[src/rtl/gp9001_host_resp.sv]
// gp9001_host_resp
// Host-side command responder for a GP9001-style graphics controller.
// It accepts one CPU request per four-phase handshake (GP9001CS / GP9001ACK),
// decodes the highest-priority operation flag, and performs one of:
// register select, register write, VRAM pointer load, VRAM write, or a VRAM
// read with a fixed read latency.
//
// Ports
//   CLK, RESET             single clock, asynchronous active-high reset
//   GP9001CS               request, held high until GP9001ACK is seen
//   GP9001_OP_*            operation flags, sampled on request acceptance
//   GP9001DIN[15:0]        write data / register index / pointer value
//   GP9001DOUT[15:0]       last VRAM read data
//   GP9001ACK              completion acknowledge (high in DONE only)
//   REG_WE/ADDR/DATA       register write port to the GCU core
//   VRAM_ADDR/WDATA/WE/RD  VRAM port; VRAM_ADDR is the auto-increment pointer
//   VRAM_RDATA[15:0]       VRAM read data, valid RD_LAT cycles after VRAM_RD
module gp9001_host_resp #(
  parameter int RAM_AW = 14,
  parameter int RD_LAT = 2
) (
  input  logic              CLK,
  input  logic              RESET,
  input  logic              GP9001CS,
  input  logic              GP9001_OP_SELECT_REG,
  input  logic              GP9001_OP_WRITE_REG,
  input  logic              GP9001_OP_SET_RAM_PTR,
  input  logic              GP9001_OP_WRITE_RAM,
  input  logic              GP9001_OP_READ_RAM_H,
  input  logic              GP9001_OP_READ_RAM_L,
  input  logic [15:0]       GP9001DIN,
  output logic [15:0]       GP9001DOUT,
  output logic              GP9001ACK,
  output logic              REG_WE,
  output logic [7:0]        REG_ADDR,
  output logic [15:0]       REG_DATA,
  output logic [RAM_AW-1:0] VRAM_ADDR,
  output logic [15:0]       VRAM_WDATA,
  output logic              VRAM_WE,
  output logic              VRAM_RD,
  input  logic [15:0]       VRAM_RDATA
);

  typedef enum logic [1:0] {IDLE, EXEC, RD_WAIT, DONE} state_t;
  typedef enum logic [2:0] {OP_NONE, OP_SEL, OP_WREG, OP_PTR, OP_WRAM, OP_RDH, OP_RDL} op_t;

  localparam logic [2:0]        RD_LAT_C = 3'(RD_LAT);
  localparam logic [RAM_AW-1:0] PTR_ONE  = {{(RAM_AW-1){1'b0}}, 1'b1};

  state_t              state_r;
  op_t                 op_r;
  op_t                 op_sel_s;
  logic [2:0]          cnt_r;
  logic [RAM_AW-1:0]   ptr_r;
  logic [15:0]         dout_r;
  logic                ack_r;
  logic                reg_we_r;
  logic [7:0]          reg_addr_r;
  logic [15:0]         reg_data_r;
  logic [15:0]         vram_wdata_r;
  logic                vram_we_r;
  logic                vram_rd_r;

  // Fixed-priority decode of the operation flags.
  always_comb begin
    op_sel_s = OP_NONE;
    if (GP9001_OP_SELECT_REG) begin
      op_sel_s = OP_SEL;
    end else if (GP9001_OP_WRITE_REG) begin
      op_sel_s = OP_WREG;
    end else if (GP9001_OP_SET_RAM_PTR) begin
      op_sel_s = OP_PTR;
    end else if (GP9001_OP_WRITE_RAM) begin
      op_sel_s = OP_WRAM;
    end else if (GP9001_OP_READ_RAM_H) begin
      op_sel_s = OP_RDH;
    end else if (GP9001_OP_READ_RAM_L) begin
      op_sel_s = OP_RDL;
    end else begin
      op_sel_s = OP_NONE;
    end
  end

  // Handshake FSM with all outputs registered.
  // DIN is consumed entirely on the accept edge, so strobes and their
  // address/data are already in place for the whole EXEC cycle.
  always_ff @(posedge CLK or posedge RESET) begin
    if (RESET) begin
      state_r      <= IDLE;
      op_r         <= OP_NONE;
      cnt_r        <= 3'd0;
      ptr_r        <= {RAM_AW{1'b0}};
      dout_r       <= 16'h0000;
      ack_r        <= 1'b0;
      reg_we_r     <= 1'b0;
      reg_addr_r   <= 8'h00;
      reg_data_r   <= 16'h0000;
      vram_wdata_r <= 16'h0000;
      vram_we_r    <= 1'b0;
      vram_rd_r    <= 1'b0;
    end else begin
      // Strobes last a single cycle unless re-armed below.
      reg_we_r  <= 1'b0;
      vram_we_r <= 1'b0;
      vram_rd_r <= 1'b0;
      case (state_r)
        IDLE: begin
          if (GP9001CS) begin
            op_r    <= op_sel_s;
            state_r <= EXEC;
            case (op_sel_s)
              OP_SEL:  reg_addr_r <= GP9001DIN[7:0];
              OP_WREG: begin
                reg_we_r   <= 1'b1;
                reg_data_r <= GP9001DIN;
              end
              OP_PTR:  ptr_r <= GP9001DIN[RAM_AW-1:0];
              OP_WRAM: begin
                vram_we_r    <= 1'b1;
                vram_wdata_r <= GP9001DIN;
              end
              OP_RDH, OP_RDL: vram_rd_r <= 1'b1;
              default: ;
            endcase
          end else begin
            state_r <= IDLE;
          end
        end
        EXEC: begin
          if ((op_r == OP_RDH) || (op_r == OP_RDL)) begin
            // One cycle since VRAM_RD has already elapsed on entry.
            cnt_r   <= 3'd1;
            state_r <= RD_WAIT;
          end else begin
            if (op_r == OP_WRAM) begin
              ptr_r <= ptr_r + PTR_ONE;
            end else begin
              ptr_r <= ptr_r;
            end
            ack_r   <= 1'b1;
            state_r <= DONE;
          end
        end
        RD_WAIT: begin
          if (cnt_r == RD_LAT_C) begin
            dout_r <= VRAM_RDATA;
            if (op_r == OP_RDL) begin
              ptr_r <= ptr_r + PTR_ONE;
            end else begin
              ptr_r <= ptr_r;
            end
            cnt_r   <= 3'd0;
            ack_r   <= 1'b1;
            state_r <= DONE;
          end else begin
            cnt_r <= cnt_r + 3'd1;
          end
        end
        DONE: begin
          // Leaving only on CS low enforces the four-phase handshake.
          if (!GP9001CS) begin
            ack_r   <= 1'b0;
            state_r <= IDLE;
          end else begin
            ack_r <= 1'b1;
          end
        end
        default: begin
          ack_r   <= 1'b0;
          state_r <= IDLE;
        end
      endcase
    end
  end

  assign GP9001DOUT = dout_r;
  assign GP9001ACK  = ack_r;
  assign REG_WE     = reg_we_r;
  assign REG_ADDR   = reg_addr_r;
  assign REG_DATA   = reg_data_r;
  assign VRAM_ADDR  = ptr_r;
  assign VRAM_WDATA = vram_wdata_r;
  assign VRAM_WE    = vram_we_r;
  assign VRAM_RD    = vram_rd_r;

endmodule

[config.mk]
export PLATFORM = sky130hd
export DESIGN_NAME = gp9001_host_resp
export DESIGN_NICKNAME = d
export VERILOG_FILES = /design/src/rtl/gp9001_host_resp.sv
export SDC_FILE = /design/constraint.sdc
export NUM_CORES = 1
export LEC_CHECK = 0
export CAP_MARGIN = 20
export CORE_UTILIZATION = 30
export CTS_BUF_LIST = sky130_fd_sc_hd__clkbuf_8
export DETAILED_ROUTE_END_ITERATION = 16
export SLEW_MARGIN = 25
export SYNTH_ARGS = -nofsm -noshare
export SYNTH_HDL_FRONTEND = slang
export SYNTH_SLANG_ARGS = --single-unit
[constraint.sdc]
create_clock -name CLK -period 3 [get_ports CLK]
set_clock_uncertainty 0.2 [all_clocks]
set_input_delay 0.45 -clock CLK [delete_from_list [all_inputs] [get_ports CLK]]
set_output_delay 0.45 -clock CLK [all_outputs]
set_load 0.01 [all_outputs]
==> flow_metrics.env <==
export IMPL_syn_cell_area_sq_um=3690
export IMPL_hp_class="primary input to asynchronous set/reset pin"
export IMPL_place_port_buffers=114
export IMPL_dieArea_sq_um=12700
export IMPL_synth_common_cells="dfrtp_1 (82), mux2_2 (48), nand2_1 (25), a21oi_1 (14), o21ai_0 (11)"
export IMPL_grt_max_degree=55
export IMPL_synth_edff_count=0
export IMPL_route_antenna_remaining_nets=0
export IMPL_gp_congestion=0.722
export IMPL_whs_ns=0.243
export IMPL_max_stage_delay_ns=0.76
export IMPL_p_per_area_nw_per_um2=1060
export IMPL_tns_ns=0
export IMPL_rsz0062_at_grt="false"
export IMPL_critPathMaxFanout=9
export IMPL_finalCriticalPeriod_ns=2.61
export IMPL_drt_total_wl_um=9100
export IMPL_cpMaxStageDelayCell="or4_1"
export IMPL_cts_made_buffers=9
export IMPL_num_rows=40
export IMPL_cpLargestDelayFamily="simple AND/OR/NAND/NOR gates"
export IMPL_comb_power_share_pct=50.7
export IMPL_synthTopCellsByArea="dfrtp_1 (56%), mux2_2 (15%), mux2_4 (3.3%), nand2_1 (2.5%), a21oi_1 (1.9%)"
export IMPL_syn_area_per_cell_sq_um=12.7
export IMPL_cts_sink_count=82
export IMPL_cts_htree_levels=3
export IMPL_start_util_pct=30.7
export IMPL_power_net_switching_mw=2.00
export IMPL_ys_flop_type="dfrtp_1"
export IMPL_grt_pass1_wl_um=15200
export IMPL_pwr_share_seq_pct=35.3
export IMPL_final_nets=460
export IMPL_num_vias=2742
export IMPL_r2r_cells=7
export IMPL_max_freq_mhz=383
export IMPL_post_route_period_util_pct=86.9
export IMPL_clkPwrFrac_pct=14.0
export IMPL_drt_pre_antenna_iters=4
export IMPL_netlist_instances=291
export IMPL_cts_hold_buf=0
export IMPL_place_area_sq_um=5040
export IMPL_critPathLaunchType="flop"
export IMPL_grt_usage_pct=15.4
export IMPL_antenna_found_initial=0
export IMPL_crit_type="flop to flop"
export IMPL_ir_worst_vdd_v=0.000573
export IMPL_route_detailed_drc=0
export IMPL_finalHoldViolCount=0
export IMPL_p_sw_share_pct=36.2
export IMPL_crit_required_ns=3.10
export IMPL_yosys_warnings=0
export IMPL_worstPathArrival_ns=2.71
export IMPL_cts_tree="built"
export IMPL_ys_seq_elements=82
export IMPL_grt_remaining_overflow=0
export IMPL_final_setup_viol_count=0
export IMPL_max_cap_viol_count=0
export IMPL_yosysMostFrequentCell="dfrtp_1"
export IMPL_p_int_mw=3.53
export IMPL_cp_num_cells=7
export IMPL_n_antenna_cell=0
export IMPL_insertion_delay_ns=0.36
export IMPL_cts_resized=0
export IMPL_slew_headroom_pct=51.8
export IMPL_die_h_um=113
export IMPL_ys_types=47
export IMPL_yosysTopAreaCell="dfrtp_1"
export IMPL_syn_num_nets=337
export IMPL_yosysSeqAreaShare_pct=55.6
export IMPL_synth_top_area_share_pct=55.6
export IMPL_clockBufferDepth=2
export IMPL_core_area_sq_um=12000
export IMPL_status="finished clean"
export IMPL_clock_root_buffer="clkbuf_8"
export IMPL_fillers=1126
export IMPL_postLayoutCellArea_sq_um=5220
export IMPL_crit_chain="inv_1, ha_1, nor4b_1, nor3_1, or4_1, a21oi_2, o22a_1"
export IMPL_grt_pass1_vias=2923
export IMPL_ioPinCount=115
export IMPL_end_kind="flop"
export IMPL_worst_pin_slew_ns=0.723
export IMPL_worst_path_buf_inv=1
export IMPL_postLayoutCoreUtil_pct=43.5
export IMPL_path_clk_slew_ns=0.09
export IMPL_vias_per_cell=4.85
export IMPL_drive_gt1_share_pct=22.5
export IMPL_async_reset_ff_share_pct=100
export IMPL_p_leak_nw=2.24
export IMPL_slew_viol_final=0
export IMPL_postCtsSetupBuffers=0
export IMPL_dpl_hpwl_um=6580
export IMPL_area_growth_pct=41.6
export IMPL_routedWlPerCell_um=16.1
export IMPL_dieWidth_um=113
export IMPL_drt_iter0_drc=106
## cells by family (layout without fill, tap and decap cells)
family	after synthesis	in the layout	synth area share, %
AO/OA/AOI/OAI	59	59	11.1
XOR/XNOR	1	1	0.237
adder cells (fa/ha/maj)	5	5	1.70
buffers and inverters	20	147	2.81
flip-flops	82	82	55.6
multiplexers	59	59	18.7
AND/OR/NAND/NOR	65	65	9.80
## placed cells by master, fill, tap and decap left out, drive strengths merged, types with 6 or more instances in the layout
cell and instances:
clkbuf 9, o21ai 13, clkdlybuf4s50 114, nand2 25
inv 7, buf 11, mux2 56, dfrtp 82
nor2 6, o22ai 6, a21oi 19
## stage by stage
step / std cells / total power [mW] / setup slack, ns
6_report: 565 / 5.53 / 0.392
5_1_grt: 565 / 5.95 / 0.267
4_1_cts: 565 / 5.61 / 0.428
3_5_place_dp: 550 / 4.80 / 0.164
3_3_place_gp: 550 / 4.72 / 0.203
2_1_floorplan: 291 / 3.50 / 0.242
## power groups by stage
stage | Sequential, mW | Clock, mW | Combinational [mW]
2_1_floorplan | 2.13 | 0 | 1.37
3_3_place_gp | 1.95 | 0 | 2.77
3_5_place_dp | 1.97 | 0 | 2.83
4_1_cts | 1.96 | 0.810 | 2.84
5_1_grt | 2.03 | 0.855 | 3.06
6_report | 1.95 | 0.774 | 2.80
## worst register-to-register path, cell delays in order (launching register included)
cell and delay, ns:
dfrtp_1 0.40, inv_1 0.08, ha_1 0.29, nor4b_1 0.32, nor3_1 0.14, or4_1 0.76, a21oi_2 0.21, o22a_1 0.15
## per-layer routing
layer | global-route usage (%) | vias up | part of all wire [%]
met2 | 24.6 | 70 | 48
met4 | 4.74 | 0 | 0.96
li1 | - | 1304 | -
met5 | 0 | - | 0
met1 | 19.4 | 1359 | 44
met3 | 5.78 | 9 | 6.9
## registers in the layout (all words and copies together) (netlist names)
name,count
REG_WE,1
VRAM_ADDR,14
REG_DATA,16
VRAM_WE,1
GP9001DOUT,16
REG_ADDR,8
op_r,3
VRAM_RD,1
GP9001ACK,1
VRAM_WDATA,16
state_r,2
cnt_r,3
## final timing paths
check / endpoint / slack [ns] / start
max: VRAM_ADDR[3] / 0.39 / state_r[0]
min: VRAM_WDATA[10] / 0.24 / RESET
max reg2reg: VRAM_ADDR[3] / 0.39 / state_r[0]
min reg2reg: GP9001DOUT[12] / 0.31 / GP9001DOUT[12]
max in group asynchronous: GP9001ACK / 1.69 / RESET
min in group CLK: GP9001DOUT[12] / 0.31 / GP9001DOUT[12]
## layout make-up
type	instances	area [sq um]	share of cell area, %
clock buffers	9	124	2.37
clock inverters	6	60.1	1.15
inverters	7	27.5	0.527
multi-input cells	189	1540	29.5
flip-flops and latches	82	2050	39.3
well taps	147	184	3.52
repair buffers	125	1240	23.7
Power figures use the tool's default switching activity.
